===== src/rtl/instruction_fetch.sv =====
// rtl/instruction_fetch.sv - fetch stage: VPC address capture, MCU read, prefetch FIFO to decode
// Optional IFU_BYPASS_EN: ack data goes straight to decode when the FIFO is empty and decode is ready.
module instruction_fetch #(
  parameter int FIFO_DEPTH = 4,
  parameter int ADDR_W     = 32,
  parameter int DATA_W     = 32
) (
  input  logic              clk,
  input  logic              n_rst,
  input  logic [ADDR_W-1:0] i_vpc_address,
  input  logic              i_vpc_address_valid,
  output logic              o_vpc_output_enable,
  output logic              o_lock_vpc,
  output logic              o_mem_req,
  output logic [ADDR_W-1:0] o_mem_addr,
  input  logic              i_mem_ack,
  input  logic [DATA_W-1:0] i_mem_rdata,
  input  logic              i_mem_err,
  output logic              o_inst_valid,
  output logic [DATA_W-1:0] o_inst,
  output logic [ADDR_W-1:0] o_inst_pc,
  input  logic              i_inst_ready,
  input  logic              i_flush,
  output logic              o_fetch_fault
);
  localparam int PW = $clog2(FIFO_DEPTH);
  localparam int CW = PW + 1;

  typedef enum logic [1:0] {IDLE, REQ, DISCARD, FAULT} state_t;

  state_t            state, state_nxt;
  logic              capture;
  logic [CW-1:0]     count, count_after;
  logic [PW-1:0]     wr_ptr, rd_ptr;
  logic [ADDR_W-1:0] pc_mem   [FIFO_DEPTH];
  logic [DATA_W-1:0] data_mem [FIFO_DEPTH];
  logic [CW:0]       used;
  logic              space, ack_ok, bypass, push, pop;

  // An outstanding request owns a FIFO slot until its ack arrives.
  assign used   = {1'b0, count} + (CW+1)'(state == REQ);
  assign space  = used < (CW+1)'(FIFO_DEPTH);
  assign ack_ok = (state == REQ) && i_mem_ack && !i_mem_err;

`ifdef IFU_BYPASS_EN
  assign bypass = ack_ok && (count == '0) && i_inst_ready && !i_flush;
`else
  assign bypass = 1'b0;
`endif

  assign push        = ack_ok && !i_flush && !bypass;
  assign pop         = (count != '0) && i_inst_ready && !i_flush;
  assign count_after = count + CW'(push) - CW'(pop);

  always_comb begin
    state_nxt = state;
    capture   = 1'b0;
    if (i_flush) begin
      state_nxt = (state == REQ && !i_mem_ack) ? DISCARD : IDLE;
    end else begin
      case (state)
        IDLE: begin
          if (i_vpc_address_valid && space) begin
            capture   = 1'b1;
            state_nxt = REQ;
          end
        end
        REQ: begin
          if (i_mem_ack) begin
            if (i_mem_err) begin
              state_nxt = FAULT;
            end else if (i_vpc_address_valid && count_after < CW'(FIFO_DEPTH)) begin
              capture   = 1'b1;
              state_nxt = REQ;
            end else begin
              state_nxt = IDLE;
            end
          end
        end
        DISCARD: begin
          if (i_mem_ack) state_nxt = IDLE;
        end
        FAULT: state_nxt = FAULT;
        default: state_nxt = IDLE;
      endcase
    end
  end

  always_ff @(posedge clk or negedge n_rst) begin
    if (!n_rst) begin
      state      <= IDLE;
      o_mem_addr <= '0;
    end else begin
      state <= state_nxt;
      if (capture) o_mem_addr <= i_vpc_address;
    end
  end

  always_ff @(posedge clk or negedge n_rst) begin
    if (!n_rst) begin
      count  <= '0;
      wr_ptr <= '0;
      rd_ptr <= '0;
      for (int i = 0; i < FIFO_DEPTH; i++) begin
        pc_mem[i]   <= '0;
        data_mem[i] <= '0;
      end
    end else if (i_flush) begin
      count  <= '0;
      wr_ptr <= '0;
      rd_ptr <= '0;
    end else begin
      count <= count_after;
      if (push) begin
        pc_mem[wr_ptr]   <= o_mem_addr;
        data_mem[wr_ptr] <= i_mem_rdata;
        wr_ptr           <= wr_ptr + 1'b1;
      end
      if (pop) rd_ptr <= rd_ptr + 1'b1;
    end
  end

  assign o_mem_req           = (state == REQ) || (state == DISCARD);
  assign o_fetch_fault       = (state == FAULT);
  assign o_vpc_output_enable = (state == IDLE);
  assign o_lock_vpc          = (state != IDLE) || !space;
  assign o_inst_valid        = (count != '0) || bypass;
  assign o_inst              = bypass ? i_mem_rdata : data_mem[rd_ptr];
  assign o_inst_pc           = bypass ? o_mem_addr  : pc_mem[rd_ptr];
endmodule


===== config.mk =====
export PLATFORM = sky130hd
export DESIGN_NAME = instruction_fetch
export DESIGN_NICKNAME = d
export VERILOG_FILES = /design/src/rtl/instruction_fetch.sv
export SDC_FILE = /design/constraint.sdc
export NUM_CORES = 1
export LEC_CHECK = 0
export ABC_AREA = 1
export BUFFER_PORTS_ARGS = -buffer_cell sky130_fd_sc_hd__buf_2
export CORE_AREA = 5 5 307 159
export CTS_CLUSTER_DIAMETER = 120
export DETAILED_ROUTE_END_ITERATION = 12
export DIE_AREA = 0 0 312 164
export HOLD_SLACK_MARGIN = 0.1
export PLACE_DENSITY = 0.48
export SYNTH_ARGS = -nofsm -noshare
export SYNTH_HDL_FRONTEND = slang
export SYNTH_SLANG_ARGS = --single-unit

===== constraint.sdc =====
create_clock -name clk -period 3.6 [get_ports clk]
set_input_delay 0 -clock clk [delete_from_list [all_inputs] [get_ports clk]]
set_output_delay 0 -clock clk [all_outputs]
set_load 0.01 [all_outputs]

# After elaboration in Yosys (flattened, before gate mapping)
# Index checks and enable logic that the tools add are counted.
# totals
word_cells,83
output_inout_bits,101
ff_bits,297
# classes
n_mux,29
bitwise,3
magnitude_cmp,5
add_sub_neg,5
n_eq_ne,6
reduce_logical,22
# ops
cell,count
128-bit bitwise mux,2
32-bit 2-to-1 mux,5
32-bit binary-select mux with 2-bit select,2
32-bit demux with 2-bit select,1
2-bit 2-to-1 mux,10
1-bit logical AND,9
2-bit one-hot mux with 4 select lines,1
3-bit >= comparator (second input constant),2
1-bit 2-to-1 mux,6
3-bit inequality test (second input constant),2
2-bit inverter with 3-bit output,2
2-bit nonzero test,3
2-bit by 1-bit adder with 2-bit output (second input constant),2
3-bit by 1-bit adder with 4-bit output,1
2-bit equality test (second input constant),2
1-bit zero test,4
4-bit by 3-bit less-than comparator with 1-bit output (second input constant),1
3-bit by 1-bit adder with 3-bit output,1
3-bit by 1-bit less-than comparator with 1-bit output (second input constant),1
3-bit less-than comparator (second input constant),1
3-bit 2-to-1 mux,1
3-bit by 1-bit inequality test with 1-bit output (second input constant),1
3-bit AND reduction,1
3-bit nonzero test,1
7 further kinds,8

# Depth between registers and ports, before layout
# Gate-level depths: netlist of run 1.
# logic_depth
word_depth,13
mapped_depth,19
mapped_depth_nobuf,18

# Worst setup path before layout of run 1
# No wires, ideal clock.
# synth_timing
path_kind,register -> register
start,reg state[1]
end,reg o_mem_addr[0]
t_required_ns,3.483
arrival_time_ns,2.889
setup_slack_ns,0.594
n_path_buf,1
synth_period_minus_slack_ns,3.006
stages_incl_launch_ff,20
cell_sequence,dfrtp_1 > inv_1 > ha_1 > nand2_1 > nor2_2 > inv_2 > nor2_8 > inv_1 > ha_1 > inv_1 > ha_1 > inv_1 > fa_1 > xnor2_1 > nand3_1 > nand2_1 > nand2_1 > buf_4 > nand2_1 > nand2_1
# synth_between
elab_chain_cells,13
word_cells_on_any_way,18
# synth_rtl
item,line_no,source
"start, declared",31,"state_t state, state_nxt;"
"start signal, assigned",94,state <= state_nxt;
2-bit by 1-bit equality test with 1-bit output,"41, 43, 61",
1-bit logical AND (2 in a row),43,assign ack_ok = (state == REQ) && i_mem_ack && !i_mem_err;
1-bit logical AND,51,assign push = ack_ok && !i_flush && !bypass;
3-bit by 1-bit adder with 3-bit output,53,assign count_after = count + CW'(push) - CW'(pop);
3-bit by 1-bit subtractor with 3-bit output,53,
3-bit less-than comparator,72,end else if (i_vpc_address_valid && count_after < CW'(FIFO_DEPTH)) begin
1-bit logical AND,72,
1-bit 2-to-1 mux,72,
1-bit 2-to-1 mux,70,if (i_mem_err) begin
1-bit 2-to-1 mux,69,if (i_mem_ack) begin
1-bit one-hot mux with 2 select lines (*),61,case (state)
1-bit 2-to-1 mux (*),58,if (i_flush) begin
"end signal, assigned",95,if (capture) o_mem_addr <= i_vpc_address;
"end, declared",15,"output logic [ADDR_W-1:0] o_mem_addr,"
# Mark *: on every way between the ends. The rest lies on a longest branch, timed or not.
# A chain may end at the register's enable or synchronous reset.

# Worst setup path after layout of run 1
# layout_timing
start,reg state[1]
end,reg o_mem_addr[10]
# The elaborated chain is that of the path after synthesis.

==> results.sh, run 1 <==
export IMPL_status="complete, no violations"
export IMPL_portBuffers=171
export IMPL_grt_start_max_net_pins=130
export IMPL_cts_setup_buffers=0
export IMPL_rsz0062_at_grt="false"
export IMPL_dr_pass1_iters=5
export IMPL_end_kind="register"
export IMPL_worst_path_max_delay_cell="dfrtp_1"
export IMPL_max_cap_viol_count=0
export IMPL_ir_worst_vdd_v=0.000353
export IMPL_route_final_wire_length_um=38000
export IMPL_synth_area_um2=13500
export IMPL_nets=1753
export IMPL_worstSkewPairLatency_ns=0.57
export IMPL_final_common_cell="nand2_1"
export IMPL_clockRootBuffer="clkbuf_16"
export IMPL_ant_nets=0
export IMPL_start_util=0.294
export IMPL_finalCritPeriodShare=0.911
export IMPL_first_iter_violations=713
export IMPL_cp_slowest_stage_delay_ns=0.42
export IMPL_core_um2=46000
export IMPL_grt_pass1_vias=10500
export IMPL_hpwl_um=22100
export IMPL_die_x_um=312
export IMPL_slew_headroom=0.294
export IMPL_grt_ovfl_total=0
export IMPL_num_antenna_cells=0
export IMPL_vias=10700
export IMPL_die_area_um2=51200
export IMPL_ys_types=23
export IMPL_syn_inst=1484
export IMPL_cp_required_ns=4.10
export IMPL_p_per_area_nw_per_um2=737
export IMPL_postSynthNetCount=1568
export IMPL_crit_arrival_ns=3.78
export IMPL_final_cell_mix="nand2_1 (346), dfrtp_1 (295), buf_2 (170)"
export IMPL_cpMostUsedCell="inv_1"
export IMPL_worst_pin_slew_ns=1.06
export IMPL_fin_skew_ns=0.0171
export IMPL_cts_buffers=30
export IMPL_area_growth_pct=21.1
export IMPL_grt_pass1_wl_um=61200
export IMPL_rr_endpoint="o_mem_addr[10]"
export IMPL_drive_gt1_frac=0.199
export IMPL_clock_sinks=297
export IMPL_critPathLaunchType="register"
export IMPL_ys_seq_area_frac=0.549
export IMPL_ys_warn_count=0
export IMPL_syn_avg_cell_area_um2=9.12
export IMPL_fin_crit_ns=3.28
export IMPL_drc=0
export IMPL_cp_cell_sequence="inv_1 > ha_1 > nand2_1 > nor2_2 > inv_2 > nor2_8 > inv_1 > ha_1 > inv_1 > ha_1 > inv_1 > fa_1 > xnor2_1 > nand3_1 > nand2_1 > buf_6 > nand3_1 > nand2_1"
export IMPL_path_max_fanout=32
export IMPL_clk_pin_slew_worst_paths_ns=0.07
export IMPL_routedWlPerCell_um=16.5
export IMPL_power_static_leakage_nw=7.97
export IMPL_clockBufferDepth=3
export IMPL_fmax_mhz=305
export IMPL_fin_tns_setup_ns=0
export IMPL_finalWorstSetupSlack_ns=0.319
export IMPL_dp_slack_ns=0.265
export IMPL_critPathKind="reg -> reg"
export IMPL_antenna_found_initial=0
export IMPL_crit_reg2reg_launch="state[1]"
export IMPL_cts_max_level=1
export IMPL_setup_viol=0
export IMPL_via_per_inst=4.63
export IMPL_ff2ff_path_depth=18
export IMPL_slew_violations=0
export IMPL_yosys_register_bits=297
export IMPL_rows=56
export IMPL_finalHoldViolCount=0
export IMPL_dieHeight_um=164
export IMPL_io_pins=172
export IMPL_hold_path_class="in -> async"
export IMPL_cts_tree="built"
export IMPL_worst_r2r_setup_slack_ns=0.32
export IMPL_place_congestion=0.727
export IMPL_grt_usage=0.147
worst max path at each step:
stage                     startpoint             end  slack [ns]  cells past startpoint
after CTS                   state[1]  o_mem_addr[10]        0.23                     18
after floorplan             state[1]   o_mem_addr[0]        0.59                     19
after detailed placement    state[1]  o_mem_addr[10]        0.27                     18
final                       state[1]  o_mem_addr[10]        0.32                     18
after global routing        state[1]  o_mem_addr[27]        0.02                     19
after global placement      state[1]  o_mem_addr[20]        0.44                     18
power by group:
part           leakage (nW)  internal [mW]  switching, mW
registers              4.01           4.05          0.474
logic                  3.43           1.48           2.59
clock network         0.532           2.09           1.38
total                  7.97           7.63           4.45
registers in the layout, summed over array words and instances, names as in the netlist:
signal and cells:
data_mem 128, pc_mem 128, o_mem_addr 32, count 3, rd_ptr 2, state 2
wr_ptr 2
stage by stage:
step / utilization / instance area (um2) / power, mW / hold slack (ns) / cells
after floorplan: - / 13500 / 6.92 / -0.296 / 1484
after detailed placement: 0.317 / 14600 / 8.64 / 0.186 / 2173
after global placement: 0.317 / 14600 / 8.61 / 0.179 / 2173
after CTS: 0.356 / 16400 / 12.3 / 0.157 / 2302
after global routing: 0.356 / 16400 / 12.9 / 0.187 / 2302
final: 0.356 / 16400 / 12.1 / 0.0970 / 2302
synthesized netlist by cell type:
library cell / count / area (um2)
a21o_1: 1 / 7.51
a21oi_1: 3 / 15.0
buf_2: 9 / 45.0
buf_4: 4 / 30.0
buf_6: 55 / 619
clkbuf_1: 40 / 150
clkinv_1: 1 / 3.75
dfrtp_1: 297 / 7430
fa_1: 1 / 20.0
ha_1: 12 / 150
inv_1: 78 / 293
inv_2: 1 / 3.75
nand2_1: 346 / 1300
nand2_4: 4 / 45.0
nand3_1: 38 / 190
nor2_1: 138 / 518
nor2_2: 1 / 6.26
nor2_8: 1 / 20.0
o21ai_0: 133 / 666
o21ai_1: 169 / 846
o21ai_2: 87 / 762
o22ai_1: 64 / 400
xnor2_1: 1 / 8.76
final cells by class:
class / count / area, um2
Sequential cell: 297 / 7440
Inverter: 80 / 303
Tap cell: 609 / 762
Clock inverter: 12 / 193
Clock buffer: 44 / 905
Multi-Input combinational cell: 999 / 4980
Timing Repair Buffer: 261 / 1800
Fill cell: 4803 / 29600
cells by family (layout without fill, tap and decap cells):
| group | count (synthesis) | in the layout | synth area share |
|---|---|---|---|
| AND/OR/NAND/NOR | 528 | 528 | 0.154 |
| AO/OA/AOI/OAI | 457 | 457 | 0.199 |
| flip-flops | 297 | 297 | 0.549 |
| buffers and inverters | 188 | 397 | 0.0846 |
| adder cells (fa/ha/maj) | 13 | 13 | 0.0126 |
| XOR/XNOR | 1 | 1 | 0.000647 |
per-layer routing:
layer / vias to the layer above / global-route usage / share of wire
met5: - / 0 / 0
met4: 0 / 0.0244 / 0.015
met3: 37 / 0.0266 / 0.048
met2: 220 / 0.221 / 0.41
met1: 5116 / 0.226 / 0.52
li1: 5284 / - / -
repair_timing:
item                                   CTS  global route
hold buffers                            73             0
endpoints found under the hold margin  283             0
setup endpoints to repair                0            31
resized for setup                        0             1
critical path: cells and delay by family, from the launching register on:
kind	cells	cell delay, ns
xor gates and xnor gates	1	0.30
adders and majority gates	4	1.08
buffers and inverters	6	0.65
DFF	1	0.42
and+or+nand+nor	7	0.76
No activity file was read; power rests on OpenSTA's default activity.
==> run 2, diff against run 1 <==
--- a/config.mk
+++ b/config.mk
@@ -7,12 +7,14 @@
 export LEC_CHECK = 0
 export ABC_AREA = 1
 export BUFFER_PORTS_ARGS = -buffer_cell sky130_fd_sc_hd__buf_2
+export CELL_PAD_IN_SITES_DETAIL_PLACEMENT = 1
+export CELL_PAD_IN_SITES_GLOBAL_PLACEMENT = 2
 export CORE_AREA = 5 5 307 159
 export CTS_CLUSTER_DIAMETER = 120
 export DETAILED_ROUTE_END_ITERATION = 12
 export DIE_AREA = 0 0 312 164
 export HOLD_SLACK_MARGIN = 0.1
-export PLACE_DENSITY = 0.48
+export PLACE_DENSITY = 0.7
 export SYNTH_ARGS = -nofsm -noshare
 export SYNTH_HDL_FRONTEND = slang
 export SYNTH_SLANG_ARGS = --single-unit
==> results.sh, run 2 (same netlist as run 1, synthesis figures left out) <==
export IMPL_status="complete, no violations"
export IMPL_p_per_area_nw_per_um2=732
export IMPL_end_kind="register"
export IMPL_nets=1751
export IMPL_crit_arrival_ns=3.75
export IMPL_final_cell_area_um2=16300
export IMPL_setup_viol=0
export IMPL_slew_headroom=0.339
export IMPL_ir_worst_vdd_v=0.000330
export IMPL_grt_pass1_vias=11700
export IMPL_grt_ovfl_total=0
export IMPL_fin_crit_ns=3.30
export IMPL_die_x_um=312
export IMPL_max_cap_viol_count=0
export IMPL_power_static_leakage_nw=7.93
export IMPL_worst_pin_slew_ns=0.990
export IMPL_cts_setup_buffers=0
export IMPL_portBuffers=171
export IMPL_via_per_inst=4.73
export IMPL_cp_required_ns=4.05
export IMPL_dr_pass1_iters=4
export IMPL_start_util=0.294
export IMPL_grt_usage=0.158
export IMPL_drc=0
export IMPL_path_max_fanout=32
export IMPL_rows=56
export IMPL_critPathLaunchType="register"
export IMPL_routedWlPerCell_um=17.5
export IMPL_vias=10900
export IMPL_slew_violations=0
export IMPL_final_common_cell="nand2_1"
export IMPL_clk_pin_slew_worst_paths_ns=0.07
export IMPL_fin_skew_ns=0.0123
export IMPL_clockBufferDepth=3
export IMPL_area_growth_pct=20.4
export IMPL_dp_cells=2171
export IMPL_placed_area_um2=14500
export IMPL_clock_sinks=297
export IMPL_finalCritPeriodShare=0.918
export IMPL_route_final_wire_length_um=40300
export IMPL_ant_nets=0
export IMPL_first_iter_violations=474
export IMPL_cp_startpoint="state[1]"
export IMPL_worstSkewPairLatency_ns=0.57
export IMPL_dieHeight_um=164
export IMPL_fmax_mhz=303
export IMPL_clockRootBuffer="clkbuf_16"
export IMPL_final_cell_mix="nand2_1 (346), dfrtp_1 (295), buf_2 (170)"
export IMPL_hpwl_um=23500
export IMPL_grt_start_max_net_pins=129
export IMPL_cts_tree="built"
export IMPL_crit_reg2reg_launch="state[1]"
export IMPL_fin_util=0.355
export IMPL_core_um2=46000
export IMPL_drive_gt1_frac=0.199
export IMPL_finalHoldViolCount=0
export IMPL_reg_largest_list="data_mem: 128 flops, pc_mem: 128 flops, o_mem_addr: 32 flops"
export IMPL_cts_max_level=1
export IMPL_final_instance_count_excl_fill=2300
export IMPL_grt_pass1_wl_um=66000
export IMPL_die_area_um2=51200
export IMPL_place_congestion=0.727
export IMPL_io_pins=172
export IMPL_hold_path_class="in -> async"
export IMPL_antenna_found_initial=0
export IMPL_critPathKind="reg -> reg"
export IMPL_total_power_mw=11.9
export IMPL_cts_buffers=30
[run 2: changes by cell type in the layout (fill, tap and decap cells not counted), sizes merged]
cell,delta
clkinv,+5
clkbuf,-4
bufinv,-2
buf,-2
diode,+1
[run 2: worst paths after layout]
path	end	slack [ns]	cells after the start
max reg2reg	o_mem_addr[25]	0.30	19
max	o_mem_addr[25]	0.30	19
min	pc_mem[103]	0.06	2
min reg2reg	pc_mem[91]	0.48	2
min in group clk	o_mem_addr[17]	0.20	4
max in group asynchronous	data_mem[72]	2.42	3
[run 2: final cells by class]
type / count / area [um2]
fillers: 5370 / 29700
flip-flops and latches: 297 / 7440
multi-input cells: 999 / 5000
repair buffers: 259 / 1780
clock buffers: 40 / 860
well taps: 609 / 762
inverters: 80 / 303
clock inverters: 15 / 158
diodes: 1 / 2.50
[run 2: where the power goes]
group	internal, mW	switching [mW]
sequential	4.05	0.524
combinational	1.49	2.59
clock	1.89	1.39
total	7.43	4.50
[run 2: worst max-delay path: stages, from the launching register on]
cell and delay (ns):
dfrtp_1 0.42, inv_1 0.14, ha_2 0.27, nand2_1 0.09, nor2_2 0.16, inv_2 0.09
nor2_8 0.09, inv_1 0.05, ha_1 0.28, inv_1 0.06, ha_1 0.14, inv_1 0.05
fa_1 0.41, xnor2_2 0.22, nand3_1 0.09, nand2_1 0.16, nand2_1 0.10, buf_6 0.22
nand2_1 0.09, nand2_1 0.05
[run 2: metal layers]
metal	vias to the layer above	GRT usage	routed length, um
met5	-	0	0
met4	0	0.0256	657
li1	5285	-	-
met1	5438	0.226	20500
met3	47	0.0255	1050
met2	119	0.259	18100
[run 2: stage by stage]
stage	hold slack, ns	TNS [ns]	setup slack, ns
CTS	0.104	0	0.253
finish	0.0593	0	0.296
global placement	0.120	0	0.460
global route	0.131	-0.00751	-0.00751
floorplan	-0.296	0	0.594
detailed placement	0.121	0	0.254
[run 2: what timing repair did]
action	in CTS	in global routing
setup endpoints to repair	0	32
hold endpoints to repair	266	0
hold buffers	73	0
gates resized for setup	0	3
==> run 3, diff against run 2 <==
--- a/config.mk
+++ b/config.mk
@@ -6,7 +6,7 @@
 export NUM_CORES = 1
 export LEC_CHECK = 0
 export ABC_AREA = 1
-export BUFFER_PORTS_ARGS = -buffer_cell sky130_fd_sc_hd__buf_2
+export BUFFER_PORTS_ARGS = -buffer_cell sky130_fd_sc_hd__buf_4
 export CELL_PAD_IN_SITES_DETAIL_PLACEMENT = 1
 export CELL_PAD_IN_SITES_GLOBAL_PLACEMENT = 2
 export CORE_AREA = 5 5 307 159
==> results.sh, run 3 (same netlist as run 1, synthesis figures left out) <==
export IMPL_reg_largest_list="data_mem: 128 flops, pc_mem: 128 flops, o_mem_addr: 32 flops"
export IMPL_final_cell_mix="nand2_1 (346), dfrtp_1 (295), buf_4 (181)"
export IMPL_finalHoldWorstSlack_ns=0.0687
export IMPL_cts_max_level=1
export IMPL_path_max_fanout=6
export IMPL_worstSkewPairLatency_ns=0.57
export IMPL_met2_usage=0.268
export IMPL_worst_pin_slew_ns=1.00
export IMPL_first_iter_violations=579
export IMPL_clock_sinks=297
export IMPL_rows=56
export IMPL_clk_pin_slew_worst_paths_ns=0.06
export IMPL_grt_busiest_layer="met2"
export IMPL_end_kind="register"
export IMPL_fmax_mhz=296
export IMPL_num_fill_cells=5318
export IMPL_slew_violations=0
export IMPL_hold_path_class="in -> async"
export IMPL_crit_reg2reg_launch="state[1]"
export IMPL_grtUsageMet1=0.227
export IMPL_io_pins=172
export IMPL_pwr_share_comb=0.367
export IMPL_placed_area_um2=15000
export IMPL_rsz0062_at_grt="false"
export IMPL_cp_required_ns=4.11
export IMPL_ff2ff_path_depth=18
export IMPL_p_int_mw=7.88
export IMPL_gr_usage_met3=0.0237
export IMPL_final_common_cell="nand2_1"
export IMPL_start_util=0.294
export IMPL_status="complete, no violations"
export IMPL_p_per_area_nw_per_um2=741
export IMPL_antenna_found_initial=0
export IMPL_drive_gt1_frac=0.201
export IMPL_num_antenna_cells=0
export IMPL_fin_skew_ns=0.00922
export IMPL_p_seq_frac=0.365
export IMPL_route_final_wire_length_um=40600
export IMPL_p_sw_mw=4.54
export IMPL_fin_tns_setup_ns=0
export IMPL_fin_crit_ns=3.38
export IMPL_clockRootBuffer="clkbuf_16"
export IMPL_finalHoldViolCount=0
export IMPL_clkPwrFrac=0.268
export IMPL_finalCritPeriodShare=0.939
export IMPL_crit_arrival_ns=3.89
export IMPL_via_per_inst=4.72
export IMPL_grt_usage=0.160
export IMPL_slew_headroom=0.332
export IMPL_max_cap_viol_count=0
export IMPL_place_congestion=0.730
export IMPL_cts_buffers=31
export IMPL_fin_util=0.365
export IMPL_cts_tree="built"
export IMPL_ir_worst_vdd_v=0.000366
export IMPL_regArea_um2=7440
export IMPL_power_static_leakage_nw=8.06
export IMPL_setup_viol=0
export IMPL_core_um2=46000
export IMPL_area_growth_pct=23.9
export IMPL_critPathKind="reg -> reg"
export IMPL_final_cell_area_um2=16800
export IMPL_die_x_um=312
export IMPL_clockBufferDepth=3
export IMPL_p_sw_frac=0.366
export IMPL_die_area_um2=51200
export IMPL_grt_ovfl_total=0
export IMPL_grt_start_max_net_pins=130
export IMPL_rr_endpoint="state[0]"
export IMPL_critPathLaunchType="register"
export IMPL_multiInputGateArea_um2=5000
export IMPL_routedWlPerCell_um=17.6
export IMPL_hpwl_um=23500
export IMPL_grt_pass1_vias=11800
export IMPL_dr_pass1_iters=7
export IMPL_portBuffers=171
export IMPL_cp_startpoint="state[1]"
export IMPL_grt_pass1_wl_um=67000
export IMPL_total_power_mw=12.4
export IMPL_drc=0
export IMPL_nets=1754
export IMPL_cts_setup_buffers=0
export IMPL_ant_nets=0
export IMPL_vias=10900
export IMPL_worst_r2r_setup_slack_ns=0.22
export IMPL_dieHeight_um=164
[run 3: worst max-delay path: stages, from the launching register on]
cell and delay (ns):
dfrtp_1 0.41, inv_1 0.12, ha_2 0.25, nand2_1 0.08, nor2_2 0.14, inv_2 0.08
nor2_8 0.08, inv_1 0.04, ha_1 0.28, inv_1 0.06, ha_1 0.14, inv_1 0.05
fa_1 0.40, xnor2_2 0.21, nand2_1 0.07, a21oi_1 0.14, nand3_1 0.09, dlygate4sd3_1 0.59
nand2_1 0.07
[run 3: layout make-up]
cell class                      count  area share
Sequential cell                   297       0.444
Timing Repair Buffer              261       0.132
Clock inverter                     12     0.00731
Tap cell                          609      0.0454
Inverter                           80      0.0181
Multi-Input combinational cell    999       0.298
Clock buffer                       45      0.0554
[run 3: power by group through the flow]
stage	Sequential, mW	Clock (mW)	Combinational, mW
4_1_cts	4.54	3.46	4.66
2_1_floorplan	4.51	0	2.41
6_report	4.53	3.33	4.56
3_5_place_dp	4.59	0	4.57
5_1_grt	4.64	3.60	5.11
3_3_place_gp	4.58	0	4.51
[run 3: worst max path at each step]
stage | endpoint | slack (ns) | cells past startpoint
2_1_floorplan | o_mem_addr[0] | 0.59 | 19
3_3_place_gp | o_mem_addr[23] | 0.46 | 19
3_5_place_dp | o_mem_addr[21] | 0.33 | 19
4_1_cts | state[0] | 0.19 | 18
5_1_grt | state[0] | 0.01 | 18
6_report | state[0] | 0.22 | 18
[run 3: repair_timing]
action	in CTS	in global routing
hold buffers	74	0
endpoints found under the hold margin	276	0
setup endpoints to repair	0	23
resized for setup	0	2
[run 3: through the flow]
stage	worst slack (ns)	cells
after floorplan	0.594	1484
after global placement	0.456	2172
after detailed placement	0.330	2172
after CTS	0.190	2303
after global routing	0.0107	2303
final	0.221	2303
[run 3: metal layers]
layer,wire length (um),share of wire,vias to the layer above
li1,-,-,5291
met1,20600,0.51,5423
met2,18400,0.45,115
met3,1050,0.026,45
met4,583,0.014,0
met5,0,0,-
